## src/rtl/a2d_pkg.sv

```systemverilog
// ============================================================================
//  Module   : a2d_pkg
//  Purpose  : Shared types, constants and command builder for the A2D SPI front end.
//  Revision : 1.0
// ============================================================================
`default_nettype none

package a2d_pkg;

    localparam int FRAME_BITS = 16;

    typedef enum logic [1:0] {
        IDLE = 2'd0,
        FRM1 = 2'd1,
        GAP  = 2'd2,
        FRM2 = 2'd3
    } a2d_state_e;

    function automatic logic [FRAME_BITS-1:0] a2d_cmd(input logic [2:0] chnnl);
        return {2'b00, chnnl, 11'h000};
    endfunction

endpackage

`default_nettype wire

```

## src/rtl/spi_mstr16.sv

```systemverilog
// ============================================================================
//  Module   : spi_mstr16
//  Purpose  : One 16-bit SPI mode-3 frame: SS_n porches, SCLK divider, tx/rx shifting.
//  Revision : 1.0
// ============================================================================
`default_nettype none

module spi_mstr16
    import a2d_pkg::*;
#(
    parameter int SCLK_DIV = 32
) (
    input  logic                  clk,
    input  logic                  rst_n,
    input  logic                  wrt,
    input  logic [FRAME_BITS-1:0] cmd,
    input  logic                  MISO,
    output logic                  SS_n,
    output logic                  SCLK,
    output logic                  MOSI,
    output logic                  done,
    output logic [FRAME_BITS-1:0] rd_data
);

    localparam int HALF   = SCLK_DIV / 2;
    localparam int LAST   = 17 * SCLK_DIV - 1;
    localparam int CW     = $clog2(17 * SCLK_DIV);
    localparam int LOG2D  = $clog2(SCLK_DIV);

    logic                  active_q;
    logic [CW-1:0]         cnt_q;
    logic [CW-1:0]         cnt_d;
    logic [FRAME_BITS-2:0] tx_q;
    logic [FRAME_BITS-1:0] rx_q;
    logic                  ss_n_q;
    logic                  sclk_q;
    logic                  sclk_d;
    logic                  mosi_q;

    // SCLK is low in the second half of each D-long slot, for the 16 data periods only
    always_comb begin
        cnt_d  = cnt_q + 1'b1;
        sclk_d = ~(cnt_d[LOG2D-1] && (cnt_d < CW'(16 * SCLK_DIV)));
        done   = active_q && (cnt_q == CW'(LAST));
    end

    always_ff @(posedge clk or negedge rst_n) begin
        if (!rst_n) begin
            active_q <= 1'b0;
            cnt_q    <= '0;
            tx_q     <= '0;
            rx_q     <= '0;
            ss_n_q   <= 1'b1;
            sclk_q   <= 1'b1;
            mosi_q   <= 1'b0;
        end else if (!active_q) begin
            if (wrt) begin
                active_q <= 1'b1;
                cnt_q    <= '0;
                ss_n_q   <= 1'b0;
                sclk_q   <= 1'b1;
                tx_q     <= cmd[FRAME_BITS-2:0];
                mosi_q   <= cmd[FRAME_BITS-1];
            end
        end else if (done) begin
            active_q <= 1'b0;
            ss_n_q   <= 1'b1;
            sclk_q   <= 1'b1;
            mosi_q   <= 1'b0;
        end else begin
            cnt_q  <= cnt_d;
            sclk_q <= sclk_d;
            // The first SCLK fall keeps bit 15, already driven when SS_n fell
            if (sclk_q && !sclk_d && (cnt_d != CW'(HALF))) begin
                tx_q   <= {tx_q[FRAME_BITS-3:0], 1'b0};
                mosi_q <= tx_q[FRAME_BITS-2];
            end
            if (!sclk_q && sclk_d) begin
                rx_q <= {rx_q[FRAME_BITS-2:0], MISO};
            end
        end
    end

    assign SS_n    = ss_n_q;
    assign SCLK    = sclk_q;
    assign MOSI    = mosi_q;
    assign rd_data = rx_q;

endmodule

`default_nettype wire

```

## src/rtl/a2d_spi_ctrl.sv

```systemverilog
// ============================================================================
//  Module   : a2d_spi_ctrl
//  Purpose  : Two-frame SPI conversion sequencer for the 8-channel 12-bit slider ADC.
//             Optional macro A2D_RES_INVERT_EN returns the bitwise-inverted result.
//  Revision : 1.0
// ============================================================================
`default_nettype none

module a2d_spi_ctrl
    import a2d_pkg::*;
#(
    parameter int SCLK_DIV = 32
) (
    input  logic        clk,
    input  logic        rst_n,
    input  logic        strt_cnv,
    input  logic [2:0]  chnnl,
    input  logic        MISO,
    output logic        cnv_cmplt,
    output logic [11:0] res,
    output logic        a2d_SS_n,
    output logic        SCLK,
    output logic        MOSI
);

    localparam int GW = $clog2(SCLK_DIV);

    a2d_state_e            state_q, state_d;
    logic [2:0]            chnnl_q, chnnl_d;
    logic [GW-1:0]         gap_q, gap_d;
    logic                  wrt_q, wrt_d;
    logic                  cmplt_q, cmplt_d;
    logic [11:0]           res_q, res_d;

    logic                  spi_done;
    logic [FRAME_BITS-1:0] spi_rd;
    logic [11:0]           rx_res;
    logic                  rx_hi_unused;

    assign rx_hi_unused = ^spi_rd[FRAME_BITS-1:12];

`ifdef A2D_RES_INVERT_EN
    assign rx_res = ~spi_rd[11:0];
`else
    assign rx_res = spi_rd[11:0];
`endif

    spi_mstr16 #(
        .SCLK_DIV (SCLK_DIV)
    ) u_spi (
        .clk     (clk),
        .rst_n   (rst_n),
        .wrt     (wrt_q),
        .cmd     (a2d_cmd(chnnl_q)),
        .MISO    (MISO),
        .SS_n    (a2d_SS_n),
        .SCLK    (SCLK),
        .MOSI    (MOSI),
        .done    (spi_done),
        .rd_data (spi_rd)
    );

    // wrt is registered, so each frame is kicked one cycle ahead of its SS_n fall
    always_comb begin
        state_d = state_q;
        chnnl_d = chnnl_q;
        gap_d   = '0;
        wrt_d   = 1'b0;
        cmplt_d = cmplt_q;
        res_d   = res_q;
        case (state_q)
            IDLE: begin
                if (strt_cnv) begin
                    state_d = FRM1;
                    chnnl_d = chnnl;
                    cmplt_d = 1'b0;
                    wrt_d   = 1'b1;
                end
            end
            FRM1: begin
                if (spi_done) begin
                    state_d = GAP;
                end
            end
            GAP: begin
                gap_d = gap_q + 1'b1;
                if (gap_q == GW'(SCLK_DIV - 2)) begin
                    wrt_d = 1'b1;
                end
                if (gap_q == GW'(SCLK_DIV - 1)) begin
                    state_d = FRM2;
                    gap_d   = '0;
                end
            end
            FRM2: begin
                if (spi_done) begin
                    state_d = IDLE;
                    cmplt_d = 1'b1;
                    res_d   = rx_res;
                end
            end
            default: state_d = IDLE;
        endcase
    end

    always_ff @(posedge clk or negedge rst_n) begin
        if (!rst_n) begin
            state_q <= IDLE;
            chnnl_q <= '0;
            gap_q   <= '0;
            wrt_q   <= 1'b0;
            cmplt_q <= 1'b0;
            res_q   <= '0;
        end else begin
            state_q <= state_d;
            chnnl_q <= chnnl_d;
            gap_q   <= gap_d;
            wrt_q   <= wrt_d;
            cmplt_q <= cmplt_d;
            res_q   <= res_d;
        end
    end

    assign cnv_cmplt = cmplt_q;
    assign res       = res_q;

endmodule

`default_nettype wire

```

## config.mk

```make
export PLATFORM = sky130hd
export DESIGN_NAME = a2d_spi_ctrl
export DESIGN_NICKNAME = d
export VERILOG_FILES = /design/src/rtl/a2d_pkg.sv /design/src/rtl/spi_mstr16.sv /design/src/rtl/a2d_spi_ctrl.sv
export SDC_FILE = /design/constraint.sdc
export NUM_CORES = 1
export LEC_CHECK = 0
export ABC_AREA = 1
export CORE_MARGIN = 3
export CORE_UTILIZATION = 40
export DETAILED_ROUTE_END_ITERATION = 8
export HOLD_SLACK_MARGIN = 0.1
export PLACE_DENSITY_LB_ADDON = 0.15
export SKIP_CTS_REPAIR_TIMING = 1
export SLEW_MARGIN = 20
export SYNTH_ARGS = -nofsm -noshare
export SYNTH_HDL_FRONTEND = slang
export SYNTH_SLANG_ARGS = --single-unit
```

## constraint.sdc

```tcl
create_clock -name clk -period 1.6 [get_ports clk]
set_input_delay 0.4 -clock clk [delete_from_list [all_inputs] [get_ports clk]]
set_output_delay 0.4 -clock clk [all_outputs]
set_load 0.03 [all_outputs]
```

Yosys cells after proc, flatten, opt, wreduce, memory -nomap -nowiden
Cells that the tools add are included.
- bitwise logic cells: 2
- reduce and logical (&&, ||, !) cells: 18
- eq/ne operators: 15
- add/sub/neg operators: 2
- $lt $le $gt $ge: 1
- mux-type cells: 31
- operator list (cell ; count):
    $mux 15 ; 4
    $mux 10 ; 3
    $mux 1 ; 15
    $ne 2x2->1 const B ; 7
    $add 10x1->10 const B ; 1
    $eq 10x10->1 const B ; 1
    $eq 5x5->1 const B ; 2
    $lt 10x10->1 const B ; 1
    $mux 5 ; 2
    $ne 10x5->1 const B ; 1
    $reduce_and 2->1 ; 5
    $reduce_and 3->1 ; 3
    $mux 2 ; 4
    $pmux 2 s4 ; 1
    $add 5x1->5 const B ; 1
    $logic_and 1x1->1 ; 5
    $eq 2x2->1 const B ; 2
    $pmux 1 s2 ; 2
    $reduce_and 4->1 ; 1
    $reduce_bool 2->1 ; 2
    $ne 3x3->1 const B ; 1
    $eq 2x1->1 const B ; 1
    $logic_not 2->1 ; 1
    $not 1->1 ; 2
    $logic_not 1->1 ; 1
- output and inout bits: 16
- bits in registers: 65
- input bits: 7
- word-level logic and storage cells: 82

Longest topological paths before layout
- word-level depth: 8
- mapped depth: 13
- gate-level depth less buffers: 13

By module
Synthesis repeated with hierarchy kept, for this count alone.
- cells, all modules: 399
- area, all modules: 3258.1 um^2
- modules (own cells, without submodules) (module ; instances ; area each (um^2) ; cells an instance ; seq. area each (um^2)):
    spi_mstr16 ; 1 ; 2169.6 ; 277 ; 1128.6
    a2d_spi_ctrl ; 1 ; 1088.5 ; 122 ; 600.6

Worst setup path after synthesis
OpenSTA, ideal clock, no wires.
- path type: register to register
- start: register u_spi.cnt_q[0]
- end: register u_spi.rx_q[1] (netlist: u_spi.rd_data[1])
- period minus slack after synthesis: 1.552 ns
- data required time: 1.478 ns
- buffers on the path: 1
- library setup time: 0.122 ns
- stages on the path, launching flop included: 11
- data arrival time: 1.430 ns
- slack: 0.048 ns
- cell sequence: dfrtp_1 > ha_1 > nand2_2 > nor2_4 > nand2_2 > nand2_2 > inv_2 > nand3_2 > buf_4 > nand2_1 > o21ai_1
- word-level cells in the longest chain between the ends: 6
- elaborated cells between the ends (all ways): 9
- classes of those cells: 1 x add/sub; 1 x order compare; 1 x eq/ne; 2 x bitwise; 4 x reduce/logical
- ends and longest elaborated chain (item ; RTL line ; source):
    from (decl) ; spi_mstr16.sv:31 ; logic [CW-1:0] cnt_q;
    from (signal assigned) ; spi_mstr16.sv:71 ; cnt_q <= cnt_d;
    $add 10x1->10 ; spi_mstr16.sv:42 ; cnt_d = cnt_q + 1'b1;
    $lt 10x10->1 ; spi_mstr16.sv:43 ; sclk_d = ~(cnt_d[LOG2D-1] && (cnt_d < CW'(16 * SCLK_DIV)));
    $logic_and 1x1->1 ; spi_mstr16.sv:43 ;
    $not 1->1 ; spi_mstr16.sv:43 ;
    $logic_and 1x1->1 ; spi_mstr16.sv:78 ; if (!sclk_q && sclk_d) begin
    $reduce_and 3->1 (no line) * ; -- ;
    to (signal assigned) ; spi_mstr16.sv:79 ; rx_q <= {rx_q[FRAME_BITS-2:0], MISO};
    to (decl) ; spi_mstr16.sv:34 ; logic [FRAME_BITS-1:0] rx_q;
Every way passes the cells marked *; elsewhere a longest branch is shown, timed or not.
A chain may end at the register's enable or synchronous reset.

Worst setup path in the final report
- start: register u_spi.cnt_q[2]
- end: register u_spi.tx_q[12]
- word-level cells in the longest chain between the ends: 7
- elaborated cells between the ends (all ways): 11
- classes of those cells: 1 x add/sub; 1 x order compare; 4 x eq/ne; 5 x reduce/logical
- ends and longest elaborated chain (item ; RTL line ; source):
    $add 10x1->10 ; spi_mstr16.sv:42 ;
    $lt 10x10->1 ; spi_mstr16.sv:43 ;
    $logic_and 1x1->1 ; spi_mstr16.sv:43 ;
    $logic_and 1x1->1 (2 in series) ; spi_mstr16.sv:74 ; if (sclk_q && !sclk_d && (cnt_d != CW'(HALF))) begin
    $ne 2x2->1 (no line) ; -- ;
    $reduce_and 3->1 (no line) * ; -- ;
    to (signal assigned) ; spi_mstr16.sv:62 ; tx_q <= cmd[FRAME_BITS-2:0];
    to (signal assigned) ; spi_mstr16.sv:75 ; tx_q <= {tx_q[FRAME_BITS-3:0], 1'b0};
    to (decl) ; spi_mstr16.sv:33 ; logic [FRAME_BITS-2:0] tx_q;
Marked as above.

==> results.toml <==
[final_layout]
stdcell_area_sq_mm = 0.00309
area.growth.synth_to_final_pct = 25.1
postLayoutCoreUtil_pct = 53.8
layout_commonest_cell = "nand2_1"
insertedDiodeCount = 0
nets = 332
mostFrequentLayoutCells = "nand2_1 (64), dfrtp_1 (52), inv_1 (35), o21ai_1 (28), nor2_1 (17)"
drive_gt1_share_pct = 18.2

[sta]
postLayoutSetupSlackWorst_ns = -0.0534
period_minus_slack_ns = 1.65
fin_crit_sh_pct = 103
final-max-slew-violation-count = 0
grt_setup_unrepaired = "true"
fmax_mhz = 605
slew_headroom_pct = 78.3
worst_slew_pin_slew_ns = 0.325
final-hold-violation-count = 0
tns_ns = -0.217
fin_worst_skew_ns = 0.0102
number_of_setup_violations_in_the_final_report = 6

[clock_network]
htree_levels = 2
path_clk_slew_ns = 0.09
cts-root-to-sink-buffers = 2
cts-buffers-inserted = 5
cts-root-buf = "clkbuf_8"
tritoncts = "done"
clkLatencyLatePin_ns = 0.30
cts_sinks = 54

[global_routing]
grt_antenna_before_repair = 0
met2_usage_pct = 21.5
global_route_wire_length_before_repair_mm = 8.09
grt_max_degree = 55
grt_use_met1_pct = 19.5
grt_remaining_overflow = 0
grt.met3_usage_pct = 3.43
number_of_global_route_vias_before_repair = 1784
grtUsageTotal_pct = 13.8
busiest_layer = "met2"

[synth]
postSynthCellCount = 273
ys_ff_latch = 54
synth_cell_type_count = 31
number_of_enable_type_register_cells_in_the_synthesized_netlist = 0
syn_area_per_cell_sq_um = 9.04
ys_async_sr_fraction_pct = 100
syn-cell-area_sq_mm = 0.00247
ys.flop_type = "dfrtp_1"
synth_sequential_area_ratio_pct = 54.8
yosys_warnings = 0
synth_nets = 288

[power]
total_power_mw = 2.16
power_frac_seq_pct = 63.4
clockPowerShare_pct = 33.9
vdd_drop_max_mv = 0.430
relative_contribution_of_combinational_cells_to_total_power_pct = 2.7
cellPowerDensity_mw_per_mm2 = 699
sw_frac_of_total_pct = 21.2
total_leakage_power_nw = 1.68
internal-power_mw = 1.70
net_switching_uw = 459

[floorplanning]
core_area_sq_mm = 0.00574
die_w_um = 84.6
initial_utilization_pct = 43.0
pin_count = 23
die_height_um = 84.6
die-area_sq_mm = 0.00715
floorplan.rows = 27

[drt]
detailed_router_iteration_count_before_antenna_repair = 7
drt-total-wl_mm = 4.61
drc_errors = 0
antenna_violating_nets_post_route = 0
route.detailed.wl_per_inst_um = 11.8
dr.first_iter.drc_count = 77
route.vias.total = 1854
avgViaCountPerCell = 4.75

[critical_path]
rr_worst_depth = 11
critical_setup_path_kind = "reg2reg"
worstSetupStartpoint = "u_spi.cnt_q[2]"
end_kind = "flop"
critPathLaunchType = "flop"
crit_required_ns = 1.78
timing.critical_path.arrival_ns = 1.84
worstPathMaxFanout = 7
regToRegStartpoint = "u_spi.cnt_q[2]"

[run_status]
violations = "setup timing"
outcome = "finished with violations"

[placement]
detailed_place_hpwl_mm = 3.31
placed_cell_area_sq_mm = 0.00291
gp_congestion = 0.789
port_buffers = 22

[worst_hold_path]
worstHoldPathType = "reg2reg"
hold_sp = "u_spi.SS_n"
worst_hold_path.num_cells = 2

[job]
drv.max_cap_violation_count = 0
## final cells by class
class                      instances  area [sq um]
multi-input combinational        177           987
clock inverter                     1          7.51
inverter                          37           139
sequential                        54          1350
timing repair buffer              42           434
tap                               72          90.1
fill                             541          2660
clock buffer                       7          76.3
## cells in the mapped netlist (3+ instances only)
library cell	instances	area, sq um
mux2_2	4	45.0
nand2_1	68	255
buf_4	3	22.5
ha_1	8	100
dfrtp_1	52	1300
nand3_1	13	65.1
nand2_2	6	37.5
o21ai_0	20	100
o22ai_1	4	25.0
o21ai_1	17	85.1
nor2_1	17	63.8
nand3_2	3	30.0
inv_1	35	131
## cells by family after synthesis
family | Yosys count | share of synthesized area [%]
buf+inv | 42 | 6.89
flops | 54 | 54.8
fa+ha+maj | 8 | 4.05
compound gates | 45 | 9.58
mux | 6 | 2.64
xor+xnor | 1 | 0.355
simple gates | 117 | 21.6
## layer usage
| layer | part of all wire, % | wire length [um] |
|---|---|---|
| met1 | 50 | 2320 |
| met5 | 0 | 0 |
| met4 | 0.52 | 24 |
| met2 | 47 | 2140 |
| met3 | 2.6 | 122 |
## power groups by stage
stage                     Sequential [mW]  Combinational, mW  Clock, mW
after floorplan                      1.40            0.00451          0
after global placement               1.40             0.0590          0
after detailed placement             1.40             0.0588          0
after CTS                            1.37             0.0591      0.776
after global routing                 1.37             0.0658      0.823
final                                1.37             0.0575      0.733
## worst paths after layout
| check | to | slack (ns) |
|---|---|---|
| max in group asynchronous | u_spi.SCLK | 0.67 |
| worst min register to register | u_spi.SS_n | 0.47 |
| worst max-delay path | u_spi.tx_q[12] | -0.05 |
| worst min-delay path | u_spi.SS_n | 0.47 |
| worst max register to register | u_spi.tx_q[12] | -0.05 |
| min in group asynchronous | u_spi.cnt_q[6] | 0.62 |
## worst max-delay path, stage by stage, from the launching register on
cell and delay (ns):
dfrtp_1 0.47, nand3_2 0.13, nor2_2 0.16, nand2_1 0.07, nand2_1 0.10, nand3b_2 0.13
nor2_1 0.12, nand2_1 0.09, nand2_2 0.08, nand2_4 0.07, nand2_1 0.06, o21ai_1 0.05
## stage by stage
stage               cells  setup WS (ns)  hold slack [ns]
finish                390        -0.0534            0.473
global route          390         -0.208            0.514
CTS                   389         -0.169           0.0833
floorplan             273         0.0478            0.104
detailed placement    381        -0.0836            0.419
global placement      381        -0.0366            0.420
## registers in the layout, indices dropped and copies added (netlist names), 2 cells and up
signal	cells
u_spi.rd_data	12
chnnl_q	3
u_spi.tx_q	4
gap_q	5
res	12
u_spi.cnt_q	10
state_q	2
Power figures use the tool's default switching activity.
